--- config.mk ---
export PLATFORM = sky130hd
export DESIGN_NAME = control_sequencer
export DESIGN_NICKNAME = d
export VERILOG_FILES = /design/src/rtl/cpu_ctrl_pkg.sv /design/src/rtl/reg_decoder.sv /design/src/rtl/control_sequencer.sv
export SDC_FILE = /design/constraint.sdc
export NUM_CORES = 1
export LEC_CHECK = 0
export CORE_ASPECT_RATIO = 0.75
export CORE_MARGIN = 2
export CORE_UTILIZATION = 41
export CTS_BUF_LIST = sky130_fd_sc_hd__clkbuf_8
export DETAILED_ROUTE_END_ITERATION = 7
export PLACE_DENSITY = 0.83
export SLEW_MARGIN = 10
export SYNTH_ARGS = -nofsm -noshare
export SYNTH_HDL_FRONTEND = slang
export SYNTH_SLANG_ARGS = --single-unit
--- constraint.sdc ---
create_clock -name Clock -period 2.8 [get_ports Clock]
set_input_delay 0.56 -clock Clock [delete_from_list [all_inputs] [get_ports Clock]]
set_output_delay 0.56 -clock Clock [all_outputs]
set_load 0.02 [all_outputs]
--- src/rtl/cpu_ctrl_pkg.sv ---
// Shared definitions for the hardwired CPU control sequencer.
// Covers opcode encodings, the state encoding and opcode classification helpers.
package cpu_ctrl_pkg;

    localparam int OPC_W = 5;

    localparam logic [OPC_W-1:0] OP_ADD  = 5'b00011;
    localparam logic [OPC_W-1:0] OP_SUB  = 5'b00100;
    localparam logic [OPC_W-1:0] OP_SHR  = 5'b00101;
    localparam logic [OPC_W-1:0] OP_SHL  = 5'b00110;
    localparam logic [OPC_W-1:0] OP_ROR  = 5'b00111;
    localparam logic [OPC_W-1:0] OP_ROL  = 5'b01000;
    localparam logic [OPC_W-1:0] OP_AND  = 5'b01001;
    localparam logic [OPC_W-1:0] OP_OR   = 5'b01010;
    localparam logic [OPC_W-1:0] OP_MUL  = 5'b01111;
    localparam logic [OPC_W-1:0] OP_DIV  = 5'b10000;
    localparam logic [OPC_W-1:0] OP_NOP  = 5'b11010;
    localparam logic [OPC_W-1:0] OP_HALT = 5'b11011;

    typedef enum logic [3:0] {
        ST_IDLE,
        ST_T0,
        ST_T1,
        ST_T1W,
        ST_T2,
        ST_T3,
        ST_T4,
        ST_T5,
        ST_T6,
        ST_HALTED,
        ST_FAULT
    } state_t;

    function automatic logic is_alu_op(input logic [OPC_W-1:0] op);
        case (op)
            OP_ADD, OP_SUB, OP_SHR, OP_SHL,
            OP_ROR, OP_ROL, OP_AND, OP_OR: return 1'b1;
            default:                       return 1'b0;
        endcase
    endfunction

    function automatic logic is_muldiv(input logic [OPC_W-1:0] op);
        return (op == OP_MUL) || (op == OP_DIV);
    endfunction

    function automatic logic is_legal_op(input logic [OPC_W-1:0] op);
        return is_alu_op(op) || is_muldiv(op) || (op == OP_NOP) || (op == OP_HALT);
    endfunction

endpackage

--- src/rtl/reg_decoder.sv ---
// Register index to one-hot select decoder; flags indices beyond the register file.
module reg_decoder #(
    parameter int NUM_REGS  = 16,
    parameter int REG_IDX_W = 4
) (
    input  logic [REG_IDX_W-1:0] i_idx,
    output logic [NUM_REGS-1:0]  o_onehot,
    output logic                 o_out_of_range
);

    always_comb begin
        o_onehot = '0;
        for (int i = 0; i < NUM_REGS; i++) begin
            o_onehot[i] = (32'(i_idx) == 32'(i));
        end
        o_out_of_range = (32'(i_idx) >= 32'(NUM_REGS));
    end

endmodule

--- src/rtl/control_sequencer.sv ---
// Hardwired multi-cycle control unit: fetch with memory handshake, decode, and
// sequencing of datapath strobes for ALU, MUL/DIV, NOP and HALT instructions.
module control_sequencer
    import cpu_ctrl_pkg::*;
#(
    parameter int DATA_W      = 32,
    parameter int NUM_REGS    = 16,
    parameter int REG_IDX_W   = 4,
    parameter int MEM_TIMEOUT = 15,
    parameter int CNT_W       = 16
) (
    input  logic                Clock,
    input  logic                Clear,
    input  logic                Run,
    input  logic                MemReady,
    input  logic [DATA_W-1:0]   IR,
    output logic                PCout,
    output logic                Zlowout,
    output logic                Zhighout,
    output logic                MDRout,
    output logic                MARin,
    output logic                PCin,
    output logic                MDRin,
    output logic                IRin,
    output logic                Yin,
    output logic                Zin,
    output logic                HIin,
    output logic                LOin,
    output logic                IncPC,
    output logic                Read,
    output logic [OPC_W-1:0]    ALU_op,
    output logic [NUM_REGS-1:0] Rin,
    output logic [NUM_REGS-1:0] Rout,
    output logic                Done,
    output logic                Halted,
    output logic                Fault,
    output logic [CNT_W-1:0]    Retired
);

    localparam int OPC_LSB = DATA_W - OPC_W;
    localparam int RA_MSB  = OPC_LSB - 1;
    localparam int RB_MSB  = RA_MSB - REG_IDX_W;
    localparam int RC_MSB  = RB_MSB - REG_IDX_W;
    localparam int LOW_W   = RC_MSB + 1 - REG_IDX_W;
    localparam int TO_W    = $clog2(MEM_TIMEOUT + 1);

    state_t               r_state;
    state_t               w_next;
    state_t               w_after_retire;
    logic [TO_W-1:0]      r_wait;
    logic [CNT_W-1:0]     r_retired;

    logic [OPC_W-1:0]     w_opcode;
    logic [REG_IDX_W-1:0] w_ra;
    logic [REG_IDX_W-1:0] w_rb;
    logic [REG_IDX_W-1:0] w_rc;
    logic [NUM_REGS-1:0]  w_ra_oh;
    logic [NUM_REGS-1:0]  w_rb_oh;
    logic [NUM_REGS-1:0]  w_rc_oh;
    logic                 w_ra_oor;
    logic                 w_rb_oor;
    logic                 w_rc_oor;
    logic                 w_legal;
    logic                 w_timeout;
    logic                 w_unused_ir;

    assign w_opcode    = IR[DATA_W-1 -: OPC_W];
    assign w_ra        = IR[RA_MSB -: REG_IDX_W];
    assign w_rb        = IR[RB_MSB -: REG_IDX_W];
    assign w_rc        = IR[RC_MSB -: REG_IDX_W];
    assign w_unused_ir = ^IR[LOW_W-1:0];

    reg_decoder #(.NUM_REGS(NUM_REGS), .REG_IDX_W(REG_IDX_W)) u_dec_ra (
        .i_idx          (w_ra),
        .o_onehot       (w_ra_oh),
        .o_out_of_range (w_ra_oor)
    );

    reg_decoder #(.NUM_REGS(NUM_REGS), .REG_IDX_W(REG_IDX_W)) u_dec_rb (
        .i_idx          (w_rb),
        .o_onehot       (w_rb_oh),
        .o_out_of_range (w_rb_oor)
    );

    reg_decoder #(.NUM_REGS(NUM_REGS), .REG_IDX_W(REG_IDX_W)) u_dec_rc (
        .i_idx          (w_rc),
        .o_onehot       (w_rc_oh),
        .o_out_of_range (w_rc_oor)
    );

    assign w_legal        = is_legal_op(w_opcode) && !w_ra_oor && !w_rb_oor && !w_rc_oor;
    assign w_timeout      = (r_wait == TO_W'(MEM_TIMEOUT - 1));
    assign w_after_retire = Run ? ST_T0 : ST_IDLE;
    assign Retired        = r_retired;

    always_ff @(posedge Clock) begin
        if (Clear) begin
            r_state <= ST_IDLE;
        end else begin
            r_state <= w_next;
        end
    end

    // Wait counter only runs while stalled in T1W; any other state clears it.
    always_ff @(posedge Clock) begin
        if (Clear) begin
            r_wait <= '0;
        end else if (r_state == ST_T1W && !MemReady) begin
            r_wait <= r_wait + 1'b1;
        end else begin
            r_wait <= '0;
        end
    end

    always_ff @(posedge Clock) begin
        if (Clear) begin
            r_retired <= '0;
        end else if (Done) begin
            r_retired <= r_retired + 1'b1;
        end
    end

    always_comb begin
        w_next   = r_state;
        PCout    = 1'b0;
        Zlowout  = 1'b0;
        Zhighout = 1'b0;
        MDRout   = 1'b0;
        MARin    = 1'b0;
        PCin     = 1'b0;
        MDRin    = 1'b0;
        IRin     = 1'b0;
        Yin      = 1'b0;
        Zin      = 1'b0;
        HIin     = 1'b0;
        LOin     = 1'b0;
        IncPC    = 1'b0;
        Read     = 1'b0;
        ALU_op   = '0;
        Rin      = '0;
        Rout     = '0;
        Done     = 1'b0;
        Halted   = 1'b0;
        Fault    = 1'b0;

        case (r_state)
            ST_IDLE: begin
                if (Run) w_next = ST_T0;
            end
            ST_T0: begin
                PCout  = 1'b1;
                MARin  = 1'b1;
                IncPC  = 1'b1;
                Zin    = 1'b1;
                ALU_op = OP_ADD;
                w_next = ST_T1;
            end
            ST_T1: begin
                Zlowout = 1'b1;
                PCin    = 1'b1;
                Read    = 1'b1;
                MDRin   = 1'b1;
                w_next  = MemReady ? ST_T2 : ST_T1W;
            end
            // Data arriving on the last allowed wait cycle still wins over the timeout.
            ST_T1W: begin
                Read  = 1'b1;
                MDRin = 1'b1;
                if (MemReady)       w_next = ST_T2;
                else if (w_timeout) w_next = ST_FAULT;
            end
            ST_T2: begin
                MDRout = 1'b1;
                IRin   = 1'b1;
                w_next = ST_T3;
            end
            ST_T3: begin
                if (!w_legal) begin
                    w_next = ST_FAULT;
                end else if (w_opcode == OP_NOP) begin
                    Done   = 1'b1;
                    w_next = w_after_retire;
                end else if (w_opcode == OP_HALT) begin
                    w_next = ST_HALTED;
                end else begin
                    Rout   = w_rb_oh;
                    Yin    = 1'b1;
                    w_next = ST_T4;
                end
            end
            ST_T4: begin
                Rout   = w_rc_oh;
                Zin    = 1'b1;
                ALU_op = w_opcode;
                w_next = ST_T5;
            end
            ST_T5: begin
                Zlowout = 1'b1;
                if (is_muldiv(w_opcode)) begin
                    LOin   = 1'b1;
                    w_next = ST_T6;
                end else begin
                    Rin    = w_ra_oh;
                    Done   = 1'b1;
                    w_next = w_after_retire;
                end
            end
            ST_T6: begin
                Zhighout = 1'b1;
                HIin     = 1'b1;
                Done     = 1'b1;
                w_next   = w_after_retire;
            end
            ST_HALTED: begin
                Halted = 1'b1;
            end
            ST_FAULT: begin
                Fault = 1'b1;
            end
            default: begin
                w_next = ST_IDLE;
            end
        endcase
    end

endmodule
==> impl_metrics.yaml <==
detailed_routing:
  ant_nets: 0
  totalWireLength_um: 6830
  wl_met2_um: 2980
  wl_per_cell_um: 15.0
  num_vias: 2430
  vias_per_cell: 5.35
  drt_iter0_drc: 176
  drc: 0
  wl_met1_um: 3360
  highest_layer: "met4"
  drtPass1Iterations: 4
  wl_met3_um: 462
finish:
  multiInputGateArea_sq_um: 1400
  n_fill_cell: 405
  drive_gt1_share_pct: 21.9
  insertedDiodeCount: 0
  seq_area_sq_um: 480
  fin_area_sq_um: 3080
  nNetsFinal: 438
  syn_to_final_growth_pct: 54.0
power:
  leakagePower_nw: 1.25
  ir_drop_mv: 0.413
  power.density_nw_per_um2: 395
  p_total_w: 0.00122
global_routing:
  grt_pass1_vias: 2262
  antenna_found_initial: 0
  track_usage_pct: 24.8
  overflow: 0
  grt_max_degree: 18
  grt_pass1_wl_um: 11100
synthesis:
  synth_commonest_cells: "43 x nor2_1, 32 x nand2_1, 24 x dfxtp_1"
  synthTopCellsByArea: "dfxtp_1 24%, nor2_1 8.1%, xnor2_1 7.0%"
  syn_avg_cell_area_sq_um: 7.09
  ys_warn_count: 0
  netlist_area_sq_um: 2000
  yosys.area.top_type: "dfxtp_1"
  ys_types: 51
  ys.flop_type: "dfxtp_1"
  ys_seq_area_share_pct: 24.0
  ys_ff_latch: 24
  synth.most_common_cell: "nor2_1"
  synthesis.instances: 282
  async_reset_ff_share_pct: 0
  synth_enable_flop_cells: 0
  syn-num-nets: 321
  yosysTopAreaCellShare_pct: 24.0
worst_hold_path:
  whs_path_depth: 1
  hold_class: "reg -> reg"
sta:
  fin_ws_ps: 85.4
  fmax_ghz: 0.368
  fin_crit_sh_pct: 97.0
  max-slew-margin-rel_pct: 58.5
  hold_viol: 0
  setup_violations: 0
  tightest_slew_ps: 607
  finalSetupTns_ps: 0
  rsz0062_at_grt: "no"
  clock_skew_ps: 2.34
  period_minus_slack_ps: 2710
  final_max_slew_viol_count: 0
placed_design:
  globalplace.congestion: 0.944
  io_buffer_count: 90
  dp_hpwl_um: 5370
  post_dp_cell_area_sq_um: 3170
  dp_slack_ps: -604
worst_setup_path:
  slowest_stage: "or4b_4"
  critPathMaxFanout: 4
  critical_path_class: "in -> out"
  crit_arrival_ps: 2150
  worst_path_largest_cell_delay_ps: 550
  crit_required_ps: 2240
  reg2regPathDepth: 7
  startpoint_type: "input port"
  crit_path_cell_trace: "dlygate4sd2_1 -> or4b_4 -> buf_4 -> o221ai_4 -> or3b_4 -> nor3_1 -> buf_2"
  end_kind: "output pin"
cts:
  clkSlewWorstSetupHoldPaths_ps: 80
  cts_made_buffers: 3
  clockBufferDepth: 2
  htreeDepth: 1
  clk_latency_ps: 260
  cts.sinks: 24
  cts_root_buf: "clkbuf_8"
  cts_tree: "built"
floorplan:
  die-width_um: 84.7
  row_count: 21
  die_h_um: 64.5
  dieArea_sq_um: 5460
  coreArea_sq_um: 4570
  pin_count: 106
  start_util_pct: 43.8
run_status:
  status: "completed"
flow_run:
  cap_violations: 0
[path summary, 6_finish.rpt]
| kind | end | start | slack [ps] |
|---|---|---|---|
| max | Rin[1] | IR[28] | 90 |
| min | r_wait[0]$_SDFF_PP0_ | r_wait[0]$_SDFF_PP0_ | 490 |
| min reg2reg | r_wait[0]$_SDFF_PP0_ | r_wait[0]$_SDFF_PP0_ | 490 |
| max reg2reg | Retired[15]$_SDFFE_PP0P_ | r_state[0]$_SDFFE_PP0P_ | 520 |
[critical path: cells and delay by family]
family,cells,cell delay [ps]
AND/OR/NAND/NOR,3,800
AO/OA/AOI/OAI,1,220
buffers and inverters,3,580
[layout make-up]
class	instances	share of cell area, %
Clock buffer	3	1.34
Inverter	10	1.22
Multi-Input combinational cell	230	45.4
Sequential cell	24	15.6
Tap cell	57	2.31
Timing Repair Buffer	130	34.2
[stage by stage]
step | cells | hold slack [ps] | util (%)
after global placement | 451 | 445 | 69.4
after detailed placement | 451 | 454 | 69.4
after floorplan | 282 | 430 | -
after global routing | 454 | 508 | 67.4
final | 454 | 488 | 67.4
after CTS | 454 | 473 | 67.4
[registers in the layout, summed over array words and instances, names as in the netlist]
| register | flops |
|---|---|
| r_wait | 4 |
| Retired | 16 |
| r_state | 4 |
[power by group]
group / internal (W) / switching, W / total (W)
logic: 0.000308 / 0.000330 / 0.000638
registers: 0.000358 / 0.0000221 / 0.000380
clock network: 0.0000962 / 0.000104 / 0.000200
[layer usage]
layer | track usage (%) | vias up
li1 | - | 1219
met1 | 37.1 | 1127
met2 | 37.8 | 80
met3 | 5.10 | 4
met4 | 2.78 | 0
met5 | 0 | -
[layout by cell type, fill, tap and decap left out, drive strengths merged, types with 2 or more instances in the layout]
cell	count
or3	3
nand2b	5
or2	2
and4b	2
nand3b	2
a31oi	2
dlygate4sd2	7
clkdlybuf4s50	50
nor2b	9
and2	4
xnor2	16
dfxtp	24
and4	2
a21o	2
a211oi	10
inv	10
nand2	32
nand3	21
o21ai	17
a21boi	2
buf	69
o211ai	2
o22ai	2
a2111oi	2
nor4b	3
and3	3
clkdlybuf4s15	2
nor3	11
ha	3
clkbuf	4
nor2	43
nor3b	4
a21oi	9
nand4	2
[cells by family after synthesis]
family | count (synthesis) | synth area share (%)
and+or+nand+nor | 153 | 39.7
AOI/OAI and AO/OA | 55 | 18.8
buffers and inverters | 28 | 6.88
DFF | 24 | 24.0
xor gates and xnor gates | 17 | 7.44
adders and majority gates | 3 | 1.88
muxes | 2 | 1.25
[repair_timing]
action	4_1_cts	5_1_grt
endpoints found under the hold margin	0	0
cloned	0	0
hold buffers	0	0
gates resized for setup	155	6
buffers inserted	0	0
pin swaps	6	2
setup endpoints to repair	35	15
No activity file was read; power rests on OpenSTA's default activity.
